**src/rtl/usr_pkg.sv**
```systemverilog
// rtl/usr_pkg.sv - mode encodings and counter-width helper for univ_shift_reg
package usr_pkg;

    localparam logic [2:0] USR_HOLD = 3'b000;
    localparam logic [2:0] USR_SHR  = 3'b001;
    localparam logic [2:0] USR_SHL  = 3'b010;
    localparam logic [2:0] USR_ROR  = 3'b011;
    localparam logic [2:0] USR_ROL  = 3'b100;
    localparam logic [2:0] USR_LOAD = 3'b101;
    localparam logic [2:0] USR_SCLR = 3'b110;
    localparam logic [2:0] USR_RSVD = 3'b111;

    // Bits needed to hold a fill count from 0 up to and including width
    function automatic int usr_cnt_w(input int width);
        return $clog2(width + 1);
    endfunction

endpackage

```
**src/rtl/usr_fill_cnt.sv**
```systemverilog
// rtl/usr_fill_cnt.sv - saturating fill counter producing count, full and done
module usr_fill_cnt
    import usr_pkg::*;
#(
    parameter int WIDTH = 8,
    localparam int CNT_W = usr_cnt_w(WIDTH)
) (
    input  logic             clk,
    input  logic             clr,
    input  logic             inc,
    input  logic             set_max,
    input  logic             clr_cnt,
    output logic [CNT_W-1:0] count,
    output logic             full,
    output logic             done
);

    localparam logic [CNT_W-1:0] CNT_MAX = CNT_W'(WIDTH);

    logic [CNT_W-1:0] count_q, count_d;
    logic             full_q, full_d;
    logic             done_q, done_d;

    // Next count: clear wins, then load-to-max, then a saturating increment;
    // done fires only on the increment that reaches the top.
    always_comb begin
        count_d = count_q;
        done_d  = 1'b0;
        if (clr_cnt) begin
            count_d = '0;
        end else if (set_max) begin
            count_d = CNT_MAX;
        end else if (inc && (count_q != CNT_MAX)) begin
            count_d = count_q + CNT_W'(1);
            done_d  = (count_q == CNT_MAX - CNT_W'(1));
        end
        full_d = (count_d == CNT_MAX);
    end

    // Counter state registers with asynchronous active-low clear
    always_ff @(posedge clk or negedge clr) begin
        if (!clr) begin
            count_q <= '0;
            full_q  <= 1'b0;
            done_q  <= 1'b0;
        end else begin
            count_q <= count_d;
            full_q  <= full_d;
            done_q  <= done_d;
        end
    end

    assign count = count_q;
    assign full  = full_q;
    assign done  = done_q;

endmodule

```
**src/rtl/univ_shift_reg.sv**
```systemverilog
// rtl/univ_shift_reg.sv - universal shift register / deserialiser; optional compare via USR_MATCH_EN
module univ_shift_reg
    import usr_pkg::*;
#(
    parameter int WIDTH = 8,
    localparam int CNT_W = usr_cnt_w(WIDTH)
) (
    input  logic             clk,
    input  logic             clr,
    input  logic             en,
    input  logic [2:0]       mode,
    input  logic             sin_r,
    input  logic             sin_l,
    input  logic [WIDTH-1:0] d,
    output logic [WIDTH-1:0] q,
    output logic             sout_r,
    output logic             sout_l,
    output logic [CNT_W-1:0] count,
    output logic             full,
    output logic             done
`ifdef USR_MATCH_EN
    ,
    input  logic [WIDTH-1:0] pattern,
    output logic             match
`endif
);

    logic [WIDTH-1:0] q_q, q_d;
    logic             cnt_inc, cnt_set_max, cnt_clr;

    // Datapath mux: next word for each mode; reserved code and en=0 hold
    always_comb begin
        q_d = q_q;
        if (en) begin
            case (mode)
                USR_SHR:  q_d = {sin_r, q_q[WIDTH-1:1]};
                USR_SHL:  q_d = {q_q[WIDTH-2:0], sin_l};
                USR_ROR:  q_d = {q_q[0], q_q[WIDTH-1:1]};
                USR_ROL:  q_d = {q_q[WIDTH-2:0], q_q[WIDTH-1]};
                USR_LOAD: q_d = d;
                USR_SCLR: q_d = '0;
                default:  q_d = q_q;
            endcase
        end
    end

    // Word register with asynchronous active-low clear
    always_ff @(posedge clk or negedge clr) begin
        if (!clr) q_q <= '0;
        else      q_q <= q_d;
    end

    assign cnt_inc     = en && ((mode == USR_SHR) || (mode == USR_SHL));
    assign cnt_set_max = en && (mode == USR_LOAD);
    assign cnt_clr     = en && (mode == USR_SCLR);

    usr_fill_cnt #(.WIDTH(WIDTH)) u_fill_cnt (
        .clk     (clk),
        .clr     (clr),
        .inc     (cnt_inc),
        .set_max (cnt_set_max),
        .clr_cnt (cnt_clr),
        .count   (count),
        .full    (full),
        .done    (done)
    );

    assign q      = q_q;
    assign sout_r = q_q[0];
    assign sout_l = q_q[WIDTH-1];

`ifdef USR_MATCH_EN
    logic match_q, match_d;

    // Compare against the next word so match lines up with q
    always_comb begin
        match_d = (q_d == pattern);
    end

    // Match flag updates every cycle, independent of en
    always_ff @(posedge clk or negedge clr) begin
        if (!clr) match_q <= 1'b0;
        else      match_q <= match_d;
    end

    assign match = match_q;
`endif

endmodule

```
**config.mk**
```make
export PLATFORM = sky130hd
export DESIGN_NAME = univ_shift_reg
export DESIGN_NICKNAME = d
export VERILOG_FILES = /design/src/rtl/usr_pkg.sv /design/src/rtl/usr_fill_cnt.sv /design/src/rtl/univ_shift_reg.sv
export SDC_FILE = /design/constraint.sdc
export NUM_CORES = 1
export LEC_CHECK = 0
export BUFFER_PORTS_ARGS = -buffer_cell sky130_fd_sc_hd__buf_2
export CORE_ASPECT_RATIO = 1.1
export CORE_MARGIN = 4
export CORE_UTILIZATION = 52
export DETAILED_ROUTE_END_ITERATION = 16
export GPL_TIMING_DRIVEN = 0
export HOLD_SLACK_MARGIN = 0.15
export PLACE_DENSITY = 0.82
export SKIP_LAST_GASP = 1
export SLEW_MARGIN = 10
export SYNTH_ARGS = -nofsm -noshare
export SYNTH_HDL_FRONTEND = slang
export SYNTH_HIERARCHICAL = 1
export SYNTH_SLANG_ARGS = --single-unit
export TNS_END_PERCENT = 5
```
**constraint.sdc**
```tcl
create_clock -name clk -period 2.9 [get_ports clk]
set_input_delay 0.29 -clock clk [delete_from_list [all_inputs] [get_ports clk]]
set_output_delay 0.29 -clock clk [all_outputs]
set_load 0.03 [all_outputs]
```
==> results.rst, run 1 <==
.. list-table::
   :header-rows: 1

   * - Metric
     - Value
   * - Detailed placer's ending HPWL
     - about 1800 µm
   * - Remaining global-route overflow
     - 0
   * - Setup-failing EPs final
     - 0
   * - Maximum capacitance violations
     - 0
   * - Setup TNS Final
     - 0 ps
   * - Reg-to-Reg End
     - u_fill_cnt/full$_DFF_PN0_
   * - Cell count after synthesis
     - 103
   * - Worst Tran Pin Value
     - between 700 and 800 ps
   * - Final worst hold slack
     - about 330 ps
   * - Die Footprint
     - 2535 µm²
   * - Endpoint arrival time on the critical path
     - between 2000 and 2500 ps
   * - Number of global-route vias before repair
     - approximately 910
   * - Pin count of the biggest net entering global routing
     - 15
   * - Total GRT Usage
     - 21.25%
   * - Final Worst Setup Slack
     - between 900 and 1000 ps
   * - Final WL
     - roughly 2500 µm
   * - Cell Area, Placed
     - 1109 µm²
   * - Place WS
     - 859.8 ps
   * - Most common cell after layout, fill and taps aside
     - sky130_fd_sc_hd__buf_2
   * - Cell count of the worst reg-to-reg path
     - 5
   * - CTS tree
     - yes
   * - Proportion of register bits with asynchronous set or reset after synthesis
     - between 90% and 100%
   * - Maximum fanout count along the critical path
     - 10
   * - Average wire per cell in the routed design
     - 16.26 µm
   * - Hold Path Cell Cnt
     - 3
   * - Ant. Diodes
     - 0
   * - Post-route insts no fill
     - between 150 and 200
   * - Number of hold violations in the final report
     - 0
   * - Result of the run
     - finished clean
   * - Routed via count
     - slightly below 1k
   * - Footprint of the multi-input gates
     - between 500 and 600 µm²
   * - Level count of the clock H-tree
     - 1
   * - Gpl congestion
     - ~0.86
   * - Max Clock Skew
     - ~4.9 ps
   * - Number of vias per cell
     - about 6.2
   * - Net total in the final layout
     - 158
   * - Placed cells
     - ~150
   * - Clock tree root driver cell
     - sky130_fd_sc_hd__clkbuf_4
   * - Shortest clock period the worst path allows after layout
     - roughly 1900 ps
   * - Y dimension of the die
     - 52.41 µm
   * - Share of the clock period used by the worst path after layout
     - 66.62%
   * - Detailed Route Iter0 Violations
     - 33
   * - Sequential cell area
     - roughly 350 µm²
   * - Max-slew violation count
     - 0
   * - Required @ worst endpoint
     - around 3000 ps
   * - Number of CTS-inserted buffers
     - 3
   * - Final Core Density
     - 69.89%
   * - Clock-pin transition on the worst setup and hold timing paths
     - ~80 ps
   * - Post-synthesis cell type count
     - 36
   * - Category of the worst setup path capture point
     - flip-flop
   * - Path type of the worst setup path
     - input pin to flip-flop
   * - Drt first pass iters
     - 4
   * - Wire length of the first global-routing pass
     - 4195 µm
   * - Primary FF master, synth
     - sky130_fd_sc_hd__dfrtp_1
   * - IO buf count
     - 31
   * - Horizontal die dimension
     - between 40 and 50 µm
   * - Setup repair bufs after CTS
     - 0
   * - Post_cts resized
     - 0
   * - Register bit total from synthesis
     - 14
   * - Number of warnings reported in the yosys synthesis log
     - 6
   * - Highest Clock Rate
     - roughly 520 MHz
   * - Fraction of final layout cells with drive strength greater than 1
     - about a third
   * - # fillers
     - roughly 140
   * - Most used cell, CP
     - sky130_fd_sc_hd__buf_2
   * - Total power divided by cell area
     - 648.7 nW/µm²
   * - Start point of the worst hold path
     - en
   * - Number of rows created at floorplan
     - 15
   * - Antenna violations before repair
     - 0
   * - Leakage
     - roughly 0.53 nW
   * - Post-synth EDFFs
     - 0
   * - Maximum single-stage delay on the critical path
     - about 400 ps
   * - Crit path cell chain
     - buf_2, buf_2, buf_2, xnor2_1, nor3_1, nand2_1, a311oi_1, a311oi_1, nor3_1
   * - Core box area
     - around 1600 µm²
   * - DRC violation count after routing
     - 0
   * - Launching element type of the critical path
     - input pin
   * - Bufs on Longest Clock Path
     - 2
   * - I/O pin cnt
     - 32
   * - Most used cells in the layout excluding fill and tap cells
     - sky130_fd_sc_hd__buf_2, sky130_fd_sc_hd__dfrtp_1, sky130_fd_sc_hd__inv_1, sky130_fd_sc_hd__nor3_1
   * - Net count after synthesis
     - ~120
   * - Starting density of the core
     - between 50 and 60%
   * - Launching point of the worst reg2reg path
     - u_fill_cnt/count[0]$_DFF_PN0_
   * - Area of the mapped netlist
     - ~930 µm²
   * - Endpoint, Worst Hold
     - q[4]$_DFFE_PN0P_
   * - Sink Count
     - 14
   * - Avg Inst Size Synth
     - 9.050 µm²
   * - R2r setup slk
     - around 1300 ps
   * - Final total power
     - about 0.74 mW
   * - Path class of the lowest-slack min-delay path
     - input pin to flip-flop
   * - Slew Limit Headroom
     - about 50%
   * - Final instance area
     - 1141 µm²
   * - Number of nets still failing antenna checks after routing
     - 0
   * - Critical-path top delay cell
     - sky130_fd_sc_hd__nor3_1
   * - Syn-to-layout area delta
     - 22.42%
   * - Sequential cell area fraction in the yosys report
     - a little under two fifths
   * - Unrepaired setup endpoints after global routing
     - false
   * - Skew-Pair Late Insertion Delay
     - approximately 280 ps
   * - Worst IR Drop VDD
     - 0.4642 mV
-- routing by layer --
metal | share of wire [%] | wire length (µm) | vias to the layer above | GRT usage (%)
met1 | 41 | 1033 | 443 | 26.16
met2 | 47 | 1184 | 60 | 33.91
met4 | 3.5 | 88 | 0 | 12.90
met5 | 0 | 0 | - | 0
met3 | 8.5 | 214 | 10 | 4.558
li1 | - | - | 453 | -
-- flip-flops by register name, summed over array words and instances (netlist names) --
| name | flops |
|---|---|
| q | 8 |
| u_fill_cnt/count | 4 |
| u_fill_cnt/done | 1 |
| u_fill_cnt/full | 1 |
-- logic make-up (layout without fill, tap and decap cells) --
logic type | Yosys count | count (layout) | share of synthesized area, %
adder cells (fa/ha/maj) | 4 | 4 | 4.832
flip-flops | 14 | 14 | 37.58
buffers and inverters | 16 | 51 | 8.590
multiplexers | 2 | 2 | 2.148
XOR/XNOR | 3 | 3 | 2.819
AND/OR/NAND/NOR | 27 | 27 | 14.63
AO/OA/AOI/OAI | 37 | 37 | 29.40
-- critical path: cells and delay by family --
family	cells	cell delay [ps]
AND/OR/NAND/NOR	3	740
XOR/XNOR	1	90
buffers and inverters	3	530
AO/OA/AOI/OAI	2	470
-- synthesized netlist by cell type (2+ instances only) --
| cell type | n | share of area (%) |
|---|---|---|
| sky130_fd_sc_hd__o21ai_0 | 3 | 1.6 |
| sky130_fd_sc_hd__nor3_1 | 8 | 4.3 |
| sky130_fd_sc_hd__buf_2 | 4 | 2.1 |
| sky130_fd_sc_hd__mux2i_1 | 2 | 2.1 |
| sky130_fd_sc_hd__ha_1 | 2 | 2.7 |
| sky130_fd_sc_hd__o22a_2 | 2 | 2.1 |
| sky130_fd_sc_hd__inv_1 | 8 | 3.2 |
| sky130_fd_sc_hd__o211ai_1 | 2 | 1.6 |
| sky130_fd_sc_hd__a211oi_1 | 6 | 4.8 |
| sky130_fd_sc_hd__o22a_1 | 3 | 2.8 |
| sky130_fd_sc_hd__a311oi_1 | 2 | 1.9 |
| sky130_fd_sc_hd__or2b_1 | 2 | 1.6 |
| sky130_fd_sc_hd__nor2_1 | 3 | 1.2 |
| sky130_fd_sc_hd__a21oi_1 | 7 | 3.8 |
| sky130_fd_sc_hd__buf_4 | 2 | 1.6 |
| sky130_fd_sc_hd__o22ai_1 | 5 | 3.4 |
| sky130_fd_sc_hd__dfrtp_1 | 14 | 38 |
| sky130_fd_sc_hd__maj3_1 | 2 | 2.1 |
| sky130_fd_sc_hd__xnor2_1 | 3 | 2.8 |
| sky130_fd_sc_hd__nand2_1 | 7 | 2.8 |
-- worst max-delay path by stage --
stage	startpoint	to	slack, ps	depth (start not counted)
finish	mode[0]	u_fill_cnt/full$_DFF_PN0_	970	9
global route	mode[0]	u_fill_cnt/full$_DFF_PN0_	890	9
CTS	mode[0]	u_fill_cnt/full$_DFF_PN0_	1070	9
detailed placement	mode[0]	u_fill_cnt/full$_DFF_PN0_	860	9
global placement	mode[0]	u_fill_cnt/full$_DFF_PN0_	840	9
floorplan	mode[0]	u_fill_cnt/full$_DFF_PN0_	1180	8
-- what timing repair did --
action	CTS	global route
setup endpoints to repair	0	0
hold buffers	1	0
hold endpoints to repair	14	0
-- report_power, final --
| part | internal, mW | total (mW) | leakage (nW) | switching (mW) |
|---|---|---|---|---|
| clock network | 0.0482 | 0.110 | 0.0138 | 0.0614 |
| registers | 0.237 | 0.284 | 0.167 | 0.0472 |
| logic | 0.125 | 0.347 | 0.347 | 0.222 |
| total | 0.410 | 0.740 | 0.528 | 0.331 |
-- area by class of cell --
| class | count | share of cell area [%] |
|---|---|---|
| multi-input cells | 73 | 43.97 |
| flip-flops and latches | 14 | 30.70 |
| repair buffers | 32 | 14.47 |
| plain buffers | 7 | 4.057 |
| inverters | 9 | 2.961 |
| clock buffers | 3 | 1.974 |
| well taps | 17 | 1.864 |
(Power assumes the default switching activity.)
==> inputs of run 2 (changes only) <==
--- a/config.mk
+++ b/config.mk
@@ -8,11 +8,11 @@
 export BUFFER_PORTS_ARGS = -buffer_cell sky130_fd_sc_hd__buf_2
 export CORE_ASPECT_RATIO = 1.1
 export CORE_MARGIN = 4
-export CORE_UTILIZATION = 52
+export CORE_UTILIZATION = 44
 export DETAILED_ROUTE_END_ITERATION = 16
 export GPL_TIMING_DRIVEN = 0
 export HOLD_SLACK_MARGIN = 0.15
-export PLACE_DENSITY = 0.82
+export PLACE_DENSITY = 0.74
 export SKIP_LAST_GASP = 1
 export SLEW_MARGIN = 10
 export SYNTH_ARGS = -nofsm -noshare
==> constraint.sdc (replaced) <==
create_clock -name clk -period 1.55 [get_ports clk]
set_input_delay 0.155 -clock clk [delete_from_list [all_inputs] [get_ports clk]]
set_output_delay 0.155 -clock clk [all_outputs]
set_load 0.03 [all_outputs]
==> results.rst, run 2 (same netlist as run 1, synthesis figures left out) <==
.. list-table::
   :header-rows: 1

   * - Metric
     - Value
   * - Result of the run
     - finished clean
   * - Antenna violations before repair
     - 0
   * - I/O pin cnt
     - 32
   * - Number of CTS-inserted buffers
     - 3
   * - Fraction of final layout cells with drive strength greater than 1
     - approximately two fifths
   * - Net switching power
     - ~0.66 mW
   * - Remaining global-route overflow
     - 0
   * - Horizontal die dimension
     - just over 50 µm
   * - Share of total power consumed by net switching
     - a little over two fifths
   * - # fillers
     - 194
   * - Crit path cell chain
     - inv_1, ha_4, nand2_1, o21ai_2, a311oi_1, nor3_2
   * - Y dimension of the die
     - 56.28 µm
   * - Cell Area, Placed
     - 1127 µm²
   * - Skew-Pair Late Insertion Delay
     - ~290 ps
   * - Internal power consumption
     - about 0.9 mW
   * - Highest Clock Rate
     - just under 700 MHz
   * - Max-slew violation count
     - 0
   * - Sink Count
     - 14
   * - Clock-pin transition on the worst setup and hold timing paths
     - around 90 ps
   * - Category of the worst setup path capture point
     - flip-flop
   * - Most used cells in the layout excluding fill and tap cells
     - sky130_fd_sc_hd__buf_2, sky130_fd_sc_hd__dfrtp_1, sky130_fd_sc_hd__inv_1, sky130_fd_sc_hd__nand2_1, sky130_fd_sc_hd__a21oi_1
   * - Wire length of the first global-routing pass
     - approximately 4000 µm
   * - Maximum capacitance violations
     - 0
   * - Worst Tran Pin Value
     - between 700 and 800 ps
   * - Max Clock Skew
     - approximately 2.3 ps
   * - Power share of the clock group
     - 17.6%
   * - Drt first pass iters
     - 4
   * - Die Footprint
     - between 2000 and 3000 µm²
   * - Leakage
     - roughly 0.56 nW
   * - Shortest clock period the worst path allows after layout
     - around 1500 ps
   * - Number of hold violations in the final report
     - 0
   * - Total GRT Usage
     - 17.77%
   * - Post-route insts no fill
     - 170
   * - Placed cells
     - ~160
   * - Setup-failing EPs final
     - 0
   * - Routed via count
     - about 950
   * - Syn-to-layout area delta
     - 31.95%
   * - Total power divided by cell area
     - approximately 1300 nW/µm²
   * - Average wire per cell in the routed design
     - ~15 µm
   * - Critical-path top delay cell
     - sky130_fd_sc_hd__dfrtp_1
   * - Combinational power share
     - a little under half
   * - Net total in the final layout
     - 161
   * - Number of rows created at floorplan
     - 17
   * - Number of nets still failing antenna checks after routing
     - 0
   * - Level count of the clock H-tree
     - 1
   * - Core box area
     - between 2000 and 2500 µm²
   * - Required @ worst endpoint
     - 1690 ps
   * - Number of vias per cell
     - about 5.6
   * - Endpoint arrival time on the critical path
     - 1620 ps
   * - Final WL
     - between 2000 and 3000 µm
   * - Launching element type of the critical path
     - flip-flop
   * - CTS tree
     - yes
   * - Worst IR Drop VDD
     - ~1.1 mV
   * - Path class of the lowest-slack min-delay path
     - input pin to flip-flop
   * - Largest register FFs
     - 8
   * - Share of the clock period used by the worst path after layout
     - between 90% and 100%
   * - Final instance area
     - between 1000 and 1500 µm²
   * - Bufs on Longest Clock Path
     - 2
   * - Maximum single-stage delay on the critical path
     - about 420 ps
   * - Most common cell after layout, fill and taps aside
     - sky130_fd_sc_hd__buf_2
   * - Largest delay contributor family on the critical path
     - compound AO/OA/AOI/OAI gates
   * - Path type of the worst setup path
     - flip-flop to flip-flop
   * - CP bufs+invs
     - 1
   * - Sequential power share
     - between 30% and 40%
   * - DRC violation count after routing
     - 0
   * - Maximum fanout count along the critical path
     - 5
   * - Ant. Diodes
     - 0
   * - Slew Limit Headroom
     - about 48%
   * - Clock tree root driver cell
     - sky130_fd_sc_hd__clkbuf_4
   * - Pin count of the biggest net entering global routing
     - 20
   * - Gpl congestion
     - a little under 0.8
   * - Detailed placer's ending HPWL
     - between 1500 and 2000 µm
   * - Detailed Route Iter0 Violations
     - 24
   * - IO buf count
     - 31
   * - Starting density of the core
     - 46.13%
   * - Number of global-route vias before repair
     - between 800 and 900
[run 2: cell types whose count changed in the layout (fill, tap and decap cells not counted), sizes merged]
cell / change
buf: +2
clkbuf: +2
[run 2: worst register-to-register path, stage by stage, from the launching register on]
cell	delay [ps]
sky130_fd_sc_hd__dfrtp_1	420
sky130_fd_sc_hd__inv_1	110
sky130_fd_sc_hd__ha_4	180
sky130_fd_sc_hd__nand2_1	90
sky130_fd_sc_hd__o21ai_2	90
sky130_fd_sc_hd__a311oi_1	350
sky130_fd_sc_hd__nor3_2	90
[run 2: through the flow]
step / setup TNS (ps) / hold slack, ps / power (mW) / utilization [%] / setup slack, ps
finish: 0 / 186.0 / 1.549 / 60.87 / 74.86
global route: -32.59 / 194.4 / 1.638 / 60.87 / -32.59
CTS: 0 / 192.8 / 1.441 / 58.20 / 39.76
detailed placement: -713.8 / 67.46 / 1.170 / 55.79 / -327.2
global placement: -499.2 / 63.83 / 1.145 / 55.79 / -239.9
floorplan: 0 / -140.6 / 0.9744 / - / 16.42
[run 2: final timing paths]
path	start	to	slack (ps)	depth (start not counted)
setup / recovery	u_fill_cnt/count[1]$_DFF_PN0_	u_fill_cnt/full$_DFF_PN0_	70	6
hold / removal	en	q[4]$_DFFE_PN0P_	190	3
setup reg to reg	u_fill_cnt/count[1]$_DFF_PN0_	u_fill_cnt/full$_DFF_PN0_	70	6
hold reg to reg	q[4]$_DFFE_PN0P_	q[4]$_DFFE_PN0P_	570	1
max in group asynchronous	clr	q[7]$_DFFE_PN0P_	1040	2
min in group asynchronous	clr	q[2]$_DFFE_PN0P_	280	2
[run 2: power groups by stage]
stage	logic [mW]	registers (mW)	clock network, mW
2_1_floorplan	0.293	0.682	0
3_3_place_gp	0.613	0.532	0
3_5_place_dp	0.628	0.541	0
4_1_cts	0.635	0.533	0.273
5_1_grt	0.794	0.549	0.294
6_report	0.741	0.536	0.272
[run 2: final cells by class]
| class | instances | area [µm²] | share of cell area, % |
|---|---|---|---|
| buffer | 6 | 43.79 | 3.561 |
| clock buffer | 4 | 36.28 | 2.950 |
| inverter | 9 | 33.78 | 2.747 |
| multi-input combinational | 73 | 535.5 | 43.54 |
| sequential | 14 | 350.3 | 28.48 |
| tap | 28 | 35.03 | 2.848 |
| timing repair buffer | 36 | 195.2 | 15.87 |
[run 2: layer usage]
layer | track usage, % | part of all wire [%]
met1 | 23.59 | 44
met2 | 27.29 | 49
met3 | 3.714 | 4.8
met4 | 7.865 | 2.3
met5 | 0 | 0
[run 2: repair_timing]
action / CTS / global route
pin swaps: 1 / 1
endpoints found under the hold margin: 14 / 0
setup endpoints to repair: 1 / 3
gates resized for setup: 0 / 6
hold buffers: 1 / 0
setup buffers: 1 / 3
